<file path="src/rtl/multdiv_unit.sv">
// Iterative signed 32-bit multiply/divide: shift-add multiply, restoring divide,
// 33-cycle start-to-ready latency with a one-cycle ready pulse.
module multdiv_unit (
   input  logic        clock,
   input  logic        reset,
   input  logic        ctrl_MULT,
   input  logic        ctrl_DIV,
   input  logic [31:0] data_operandA,
   input  logic [31:0] data_operandB,
   output logic [31:0] data_result,
   output logic        data_exception,
   output logic        data_resultRDY,
   output logic        busy
);

   typedef enum logic [1:0] {IDLE, MUL_RUN, DIV_RUN, DONE} state_t;

   state_t      state_q, state_d;
   logic [5:0]  cnt_q, cnt_d;
   logic [63:0] acc_q, acc_d;
   logic [31:0] opnd_q, opnd_d;
   logic        sign_q, sign_d;
   logic        divz_q, divz_d;
   logic        dovf_q, dovf_d;
   logic [31:0] res_q, res_d;
   logic        exc_q, exc_d;
   logic        rdy_q, rdy_d;
   logic        busy_q, busy_d;

   // Magnitudes are unsigned, so |0x80000000| stays 0x80000000.
   logic [31:0] mag_a, mag_b;
   assign mag_a = data_operandA[31] ? (~data_operandA + 32'd1) : data_operandA;
   assign mag_b = data_operandB[31] ? (~data_operandB + 32'd1) : data_operandB;

   // Multiply step: acc = {partial product, remaining multiplier bits}.
   logic [31:0] mul_add;
   logic [32:0] mul_sum;
   logic [63:0] mul_nxt;
   assign mul_add = acc_q[0] ? opnd_q : 32'd0;
   assign mul_sum = {1'b0, acc_q[63:32]} + {1'b0, mul_add};
   assign mul_nxt = {mul_sum, acc_q[31:1]};

   // Divide step: acc = {remainder, dividend bits shifting into quotient}.
   logic [32:0] div_tmp;
   logic [31:0] div_sub;
   logic        div_geq;
   logic [63:0] div_nxt;
   assign div_tmp = {acc_q[63:32], acc_q[31]};
   assign div_geq = div_tmp >= {1'b0, opnd_q};
   assign div_sub = div_tmp[31:0] - opnd_q;
   assign div_nxt = div_geq ? {div_sub, acc_q[30:0], 1'b1}
                            : {div_tmp[31:0], acc_q[30:0], 1'b0};

   logic [63:0] prod_s;
   logic [31:0] quo_s;
   logic        mul_ovf;
   assign prod_s  = sign_q ? (~acc_q + 64'd1) : acc_q;
   assign quo_s   = sign_q ? (~acc_q[31:0] + 32'd1) : acc_q[31:0];
   assign mul_ovf = ~((&prod_s[63:31]) | ~(|prod_s[63:31]));

   always_comb begin
      state_d = state_q;
      cnt_d   = cnt_q;
      acc_d   = acc_q;
      opnd_d  = opnd_q;
      sign_d  = sign_q;
      divz_d  = divz_q;
      dovf_d  = dovf_q;
      res_d   = res_q;
      exc_d   = exc_q;
      rdy_d   = 1'b0;

      case (state_q)
         MUL_RUN: begin
            if (cnt_q == 6'd32) begin
               state_d = DONE;
               rdy_d   = 1'b1;
               res_d   = prod_s[31:0];
               exc_d   = mul_ovf;
            end else begin
               acc_d = mul_nxt;
               cnt_d = cnt_q + 6'd1;
            end
         end
         DIV_RUN: begin
            if (cnt_q == 6'd32) begin
               state_d = DONE;
               rdy_d   = 1'b1;
               res_d   = divz_q ? 32'd0 : quo_s;
               exc_d   = divz_q | dovf_q;
            end else begin
               acc_d = div_nxt;
               cnt_d = cnt_q + 6'd1;
            end
         end
         DONE:    state_d = IDLE;
         default: state_d = IDLE;
      endcase

      // A start in any state restarts; the abandoned operation never reports.
      if (ctrl_MULT || ctrl_DIV) begin
         state_d = ctrl_MULT ? MUL_RUN : DIV_RUN;
         cnt_d   = 6'd0;
         sign_d  = data_operandA[31] ^ data_operandB[31];
         opnd_d  = ctrl_MULT ? mag_a : mag_b;
         acc_d   = {32'd0, ctrl_MULT ? mag_b : mag_a};
         divz_d  = ~ctrl_MULT & (data_operandB == 32'd0);
         dovf_d  = ~ctrl_MULT & (data_operandA == 32'h8000_0000)
                              & (data_operandB == 32'hFFFF_FFFF);
         res_d   = res_q;
         exc_d   = exc_q;
         rdy_d   = 1'b0;
      end
   end

   // Stall rises the edge after acceptance and drops when leaving DONE.
   assign busy_d = (state_q != IDLE) && (state_d != IDLE);

   always_ff @(posedge clock) begin
      if (!reset) begin
         state_q <= IDLE;
         cnt_q   <= 6'd0;
         acc_q   <= 64'd0;
         opnd_q  <= 32'd0;
         sign_q  <= 1'b0;
         divz_q  <= 1'b0;
         dovf_q  <= 1'b0;
         res_q   <= 32'd0;
         exc_q   <= 1'b0;
         rdy_q   <= 1'b0;
         busy_q  <= 1'b0;
      end else begin
         state_q <= state_d;
         cnt_q   <= cnt_d;
         acc_q   <= acc_d;
         opnd_q  <= opnd_d;
         sign_q  <= sign_d;
         divz_q  <= divz_d;
         dovf_q  <= dovf_d;
         res_q   <= res_d;
         exc_q   <= exc_d;
         rdy_q   <= rdy_d;
         busy_q  <= busy_d;
      end
   end

   assign data_result    = res_q;
   assign data_exception = exc_q;
   assign data_resultRDY = rdy_q;
   assign busy           = busy_q;

endmodule

</file>
<file path="config.mk">
export PLATFORM = sky130hd
export DESIGN_NAME = multdiv_unit
export DESIGN_NICKNAME = d
export VERILOG_FILES = /design/src/rtl/multdiv_unit.sv
export SDC_FILE = /design/constraint.sdc
export NUM_CORES = 1
export LEC_CHECK = 0
export BUFFER_PORTS_ARGS = -buffer_cell sky130_fd_sc_hd__buf_2
export CORE_MARGIN = 4
export CORE_UTILIZATION = 27
export CTS_CLUSTER_SIZE = 14
export DETAILED_ROUTE_END_ITERATION = 10
export GPL_TIMING_DRIVEN = 0
export MAX_ROUTING_LAYER = met4
export PLACE_DENSITY = 0.55
export SYNTH_ARGS = -nofsm -noshare
export SYNTH_HDL_FRONTEND = slang
export SYNTH_SLANG_ARGS = --single-unit
export TNS_END_PERCENT = 20
</file>
<file path="constraint.sdc">
create_clock -name clock -period 3.68 [get_ports clock]
set_input_delay 0.368 -clock clock [delete_from_list [all_inputs] [get_ports clock]]
set_output_delay 0.368 -clock clock [all_outputs]
set_load 0.01 [all_outputs]
</file>
==> flow_summary.yaml, run 1 <==
clock_tree:
  cts_hold_buf: 0
  clk_latency_ps: 450
  clk_pin_slew_ps: 70
  htree_levels: 4
  cts_sinks: 142
  clockBufferDepth: 2
  root_buffer: "clkbuf_16"
  cts_buffers: 17
  cts_tree: "yes"
sta:
  rsz0062_at_grt: "yes"
  skew_ps: 17.6
  worst_pin_slew_ps: 995
  setup_viol: 0
  max_slew_margin: 0.332
  slew_violations: 0
  finalCritPeriodShare: 0.999
  hold_viol_final: 0
  fmax_ghz: 0.272
  fin_crit_ps: 3680
setup_path:
  crit_arrival_ps: 4000
  cp.required_ps: 4000
  setup.worst_path.start_class: "register"
  crit_type: "register to register"
  crit_fanout: 10
  endpoint_kind: "register"
power:
  power.net_switching_uw: 1900
  combPwrFrac: 0.289
  p_int_uw: 3350
  p_per_area_nw_per_um2: 330
  p_seq_frac: 0.331
  pwr-share-clk: 0.379
  p_leak_uw: 0.00608
  max-vdd-ir-drop_uv: 331
  p_sw_frac: 0.363
route:
  drt_iter0_drc: 1427
  antenna_left: 0
  num_vias: 15150
  viasPerCell: 5.74
  drtPass1Iterations: 5
  avgRoutedWirePerCell_um: 22.4
  wl_um: 59100
  drc: 0
logic_synthesis:
  synthesis.nets: 1973
  synth_simple_gate_area_frac: 0.234
  synthFlopType: "dfxtp_1"
  synth_compound_area_frac: 0.306
  seq_area_frac_synth: 0.211
  synth_top_family_by_area: "compound AO/OA/AOI/OAI gates"
  netlist_area_um2: 13500
  async_flop_share: 0
  ys_ff_latch: 142
  ys_types: 76
  synthMuxAreaShare: 0.0224
  synth_xor_area_frac: 0.104
  yosys.area_share.adder: 0.0707
  postSynthCellCount: 1830
  avgSynthCellArea_um2: 7.37
  synth_edf_count: 0
  yosysWarnings: 0
status:
  status: "finished clean"
die:
  rows: 81
  die_h_um: 231
  boundaryPins: 103
  dieArea_um2: 53600
  die_w_um: 231
  coreArea_um2: 49200
  start_util: 0.274
grt:
  antenna_found_initial: 1
  grt_max_degree: 17
  grt_pass1_wl_um: 86900
  grt_pass1_vias: 14134
  grt_overflow_total: 0
  grt_usage: 0.215
placement:
  place_inst: 2595
  portBuffers: 100
  gp_congestion: 0.963
  dp_hpwl_um: 47300
finish:
  final_common_cell: "nor2_1"
  final_cell_mix: "nor2_1 (216), o21ai_0 (138), dfxtp_1 (134), a21oi_1 (127), nand2_1 (123)"
  fillers: 5299
  fin_cells: 2638
  nNetsFinal: 2103
  drive_above_1_share: 0.127
  fin_util: 0.323
  syn_to_final_growth_pct: 17.9
hold_path:
  hold_path.class: "primary input to register"
flow_run:
  maxCapViolations: 0
power by group through the flow:
stage	registers (uW)	logic, uW	clock network [uW]
final	1740	1520	1990
after CTS	1730	1460	2000
after detailed placement	1760	1420	0
after global routing	1740	1630	2050
after global placement	1760	1410	0
after floorplan	1700	949	0
worst max-delay path, cell delays in order, from the launching register on:
cell     delay (ps)
dfxtp_1         460
nor4_4          510
nand4_4         280
or4_4           600
o41ai_2         390
xor2_1          250
nand4_1         130
or4_1           570
o41ai_2         300
a21oi_1          70
cells by family after synthesis:
kind of cell	Yosys count
mux	28
buf+inv	188
flops	142
simple gates	621
xor+xnor	160
compound gates	616
fa+ha+maj	75
cell usage after synthesis, drive strengths merged, types with 35 or more instances:
cell | instances | share of area
a22oi | 35 | 0.019
o31ai | 38 | 0.021
ha | 73 | 0.068
inv | 67 | 0.019
a21oi | 128 | 0.047
o21ai | 149 | 0.055
clkbuf | 101 | 0.028
xnor2 | 62 | 0.040
nor2 | 216 | 0.060
nand4 | 36 | 0.018
dfxtp | 142 | 0.21
a211oi | 53 | 0.030
nand2 | 123 | 0.034
o41ai | 35 | 0.026
xor2 | 98 | 0.064
timing repair:
item | in CTS | in global routing
pin swaps | 4 | 10
setup endpoints to repair | 43 | 38
gates cloned | 0 | 0
resized for setup | 49 | 36
buffers inserted | 4 | 9
per-layer routing:
layer / wire, um / vias up / global-route usage
li1: - / 7064 / -
met1: 25900 / 7316 / 0.285
met2: 26800 / 646 / 0.339
met3: 4090 / 124 / 0.0263
met4: 2330 / 0 / 0.0765
met5: 0 / - / -
final timing paths:
kind | startpoint | endpoint | slack (ps) | cells after the start
hold / removal | data_operandB[0] | acc_q[0]$_SDFFE_PN0P_ | 330 | 3
setup / recovery | acc_q[7]$_SDFFE_PN0P_ | data_exception$_SDFFE_PN0P_ | 5 | 9
hold reg to reg | cnt_q[1]$_SDFFE_PP0P_ | cnt_q[1]$_SDFFE_PP0P_ | 500 | 2
setup reg to reg | acc_q[7]$_SDFFE_PN0P_ | data_exception$_SDFFE_PN0P_ | 5 | 9
stage by stage:
stage	TNS (ps)	worst slack, ps	power [uW]	hold WS, ps	instance area [um2]
after floorplan	0	178	2650	437	13500
after global placement	-38810	-1490	3170	475	14800
after detailed placement	-42750	-1670	3180	488	14800
after CTS	-47.5	-47.5	5190	314	15700
after global routing	-345	-87.2	5420	334	15900
final	0	4.77	5250	330	15900
sequential cells by signal, indices dropped and copies added (netlist names):
name            flops
data_resultRDY      1
cnt_q               6
opnd_q             32
acc_q              64
divz_q              1
state_q             2
data_exception      1
busy                1
data_result        32
sign_q              1
dovf_q              1
cell type report:
type                            count  area [um2]  area share
Antenna cell                        2        5.00    0.000315
Buffer                            118         492      0.0309
Clock buffer                       17         425      0.0268
Clock inverter                     14         216      0.0136
Inverter                           67         260      0.0164
Multi-Input combinational cell   1500       10200       0.642
Sequential cell                   142        2860       0.180
Tap cell                          664         831      0.0523
Timing Repair Buffer              114         609      0.0383
(Power assumes the default switching activity.)
==> run 2: changes to the inputs <==
--- a/config.mk
+++ b/config.mk
@@ -13,6 +13,7 @@
 export GPL_TIMING_DRIVEN = 0
 export MAX_ROUTING_LAYER = met4
 export PLACE_DENSITY = 0.55
+export SKIP_LAST_GASP = 1
 export SYNTH_ARGS = -nofsm -noshare
 export SYNTH_HDL_FRONTEND = slang
 export SYNTH_SLANG_ARGS = --single-unit
==> constraint.sdc (replaced) <==
create_clock -name clock -period 3.68 [get_ports clock]
set_input_delay 0.184 -clock clock [delete_from_list [all_inputs] [get_ports clock]]
set_output_delay 0.184 -clock clock [all_outputs]
set_load 0.01 [all_outputs]
==> run 2 against run 1 <==
  * The run now ends with negative setup slack left
  * Critical path depth is the same
  * Cell count is essentially flat
  * Combinational power is essentially flat
  * Non-clock buffer count grew 2
  * Sequential power is essentially flat
  * Core utilization is the same
  * Power grew 0.13%
  * Sequential share of layout area is essentially flat
==> flow_summary.yaml, run 2 (synthesis results as in run 1) <==
power:
  p_int_uw: 3350
  combPwrFrac: 0.289
  p_total_uw: 5260
  p_leak_uw: 0.00609
  max-vdd-ir-drop_uv: 332
  power.net_switching_uw: 1910
  pwr-share-clk: 0.380
  p_sw_frac: 0.363
  p_seq_frac: 0.331
  p_per_area_nw_per_um2: 331
clock_tree:
  clockBufferDepth: 2
  clk_pin_slew_ps: 70
  root_buffer: "clkbuf_16"
  clk_latency_ps: 450
  cts_tree: "yes"
  cts_buffers: 17
  cts_hold_buf: 0
  htree_levels: 4
  cts_sinks: 142
route:
  num_vias: 15242
  drc: 0
  avgRoutedWirePerCell_um: 22.4
  antenna_left: 0
  wl_um: 59200
  viasPerCell: 5.78
  drt_iter0_drc: 1457
  drtPass1Iterations: 5
status:
  status: "complete, but fails checks"
  failed_checks: "negative setup slack"
sta:
  finalWorstSetupSlack_ps: -1.72
  skew_ps: 18.2
  fmax_ghz: 0.272
  fin_crit_ps: 3680
  worst_pin_slew_ps: 991
  hold_viol_final: 0
  finalCritPeriodShare: 1.00
  max_slew_margin: 0.335
  slew_violations: 0
  setup_viol: 1
  rsz0062_at_grt: "yes"
grt:
  grt_pass1_wl_um: 86900
  grt.met1_usage: 0.285
  grt_overflow_total: 0
  grt_pass1_vias: 14132
  grt_usage: 0.215
  grt_max_degree: 17
  grt_use_met3: 0.0263
  antenna_found_initial: 1
  met2_usage: 0.339
  busiest_layer: "met2"
placement:
  portBuffers: 100
  pre_cts_slack_ps: -1670
  gp_congestion: 0.963
  dp_hpwl_um: 47300
setup_path:
  critPathSlowestCell: "or4_4"
  cp.required_ps: 4000
  crit_fanout: 10
  endpoint_kind: "register"
  setup.worst_path.start_class: "register"
  cp_cell_sequence: "nor4_4, nand4_4, or4_4, o41ai_2, xor2_1, nand4_1, or4_1, o41ai_2, a21oi_1"
  path_common_cell: "o41ai_2"
  crit_type: "register to register"
  slowest_delay_ps: 600
  crit_arrival_ps: 4000
die:
  die_h_um: 231
  start_util: 0.274
  rows: 81
  die_w_um: 231
  coreArea_um2: 49200
  dieArea_um2: 53600
  boundaryPins: 103
finish:
  nNetsFinal: 2105
  drive_above_1_share: 0.127
  final_common_cell: "nor2_1"
  largest_register_ffs: 64
  regMostFlops: "acc_q"
  final_cell_mix: "nor2_1 (216), o21ai_0 (137), dfxtp_1 (135), a21oi_1 (126), nand2_1 (123)"
  syn_to_final_growth_pct: 17.9
hold_path:
  hold_path.class: "primary input to register"
flow_run:
  maxCapViolations: 0
-- run 2: cell types whose count changed in the layout (fill, tap and decap cells not counted), sizes merged --
cell	delta
buf	+2
diode	-1
clkinvlp	-1
inv	+1
-- run 2: stage by stage --
stage | std cells | hold slack [ps] | utilization | setup TNS, ps | cell area (um2)
2_1_floorplan | 1830 | 370 | - | 0 | 13500
3_3_place_gp | 2594 | 475 | 0.301 | -38810 | 14800
3_5_place_dp | 2595 | 488 | 0.302 | -42750 | 14800
4_1_cts | 2628 | 130 | 0.318 | -212 | 15600
5_1_grt | 2639 | 150 | 0.323 | -458 | 15900
6_report | 2639 | 159 | 0.323 | -1.72 | 15900
-- run 2: critical path, delay by kind of cell, from the launching register on --
kind | cells | cell delay (ps)
compound gates | 3 | 770
simple gates | 5 | 2070
xor+xnor | 1 | 230
flops | 1 | 480
-- run 2: per-layer routing --
metal | vias up | part of all wire
li1 | 7078 | -
met1 | 7343 | 0.44
met2 | 698 | 0.45
met3 | 123 | 0.070
met4 | 0 | 0.038
met5 | - | 0
-- run 2: timing repair --
action | in CTS | in global routing
setup endpoints to repair | 43 | 39
gates resized for setup | 42 | 42
pin swaps | 4 | 11
buffers inserted | 4 | 11
cloned | 0 | 0
-- run 2: path summary, 6_finish.rpt --
check | start | end | slack (ps) | depth (start not counted)
max | acc_q[5]$_SDFFE_PN0P_ | data_exception$_SDFFE_PN0P_ | -2 | 9
min reg2reg | cnt_q[1]$_SDFFE_PP0P_ | cnt_q[1]$_SDFFE_PP0P_ | 500 | 2
max reg2reg | acc_q[5]$_SDFFE_PN0P_ | data_exception$_SDFFE_PN0P_ | -2 | 9
min | data_operandA[28] | opnd_q[28]$_SDFFE_PN0N_ | 160 | 3
-- run 2: power by group through the flow --
stage | clock (uW) | combinational (uW) | sequential [uW]
2_1_floorplan | 0 | 949 | 1700
3_3_place_gp | 0 | 1410 | 1760
3_5_place_dp | 0 | 1420 | 1760
4_1_cts | 2000 | 1460 | 1730
5_1_grt | 2050 | 1630 | 1740
6_report | 2000 | 1520 | 1740
-- run 2: final cells by class --
class | instances | area [um2]
diodes | 1 | 2.50
plain buffers | 118 | 492
clock buffers | 17 | 425
clock inverters | 14 | 216
fillers | 5291 | 33300
inverters | 67 | 256
multi-input cells | 1500 | 10200
flip-flops and latches | 142 | 2850
well taps | 664 | 831
repair buffers | 116 | 624
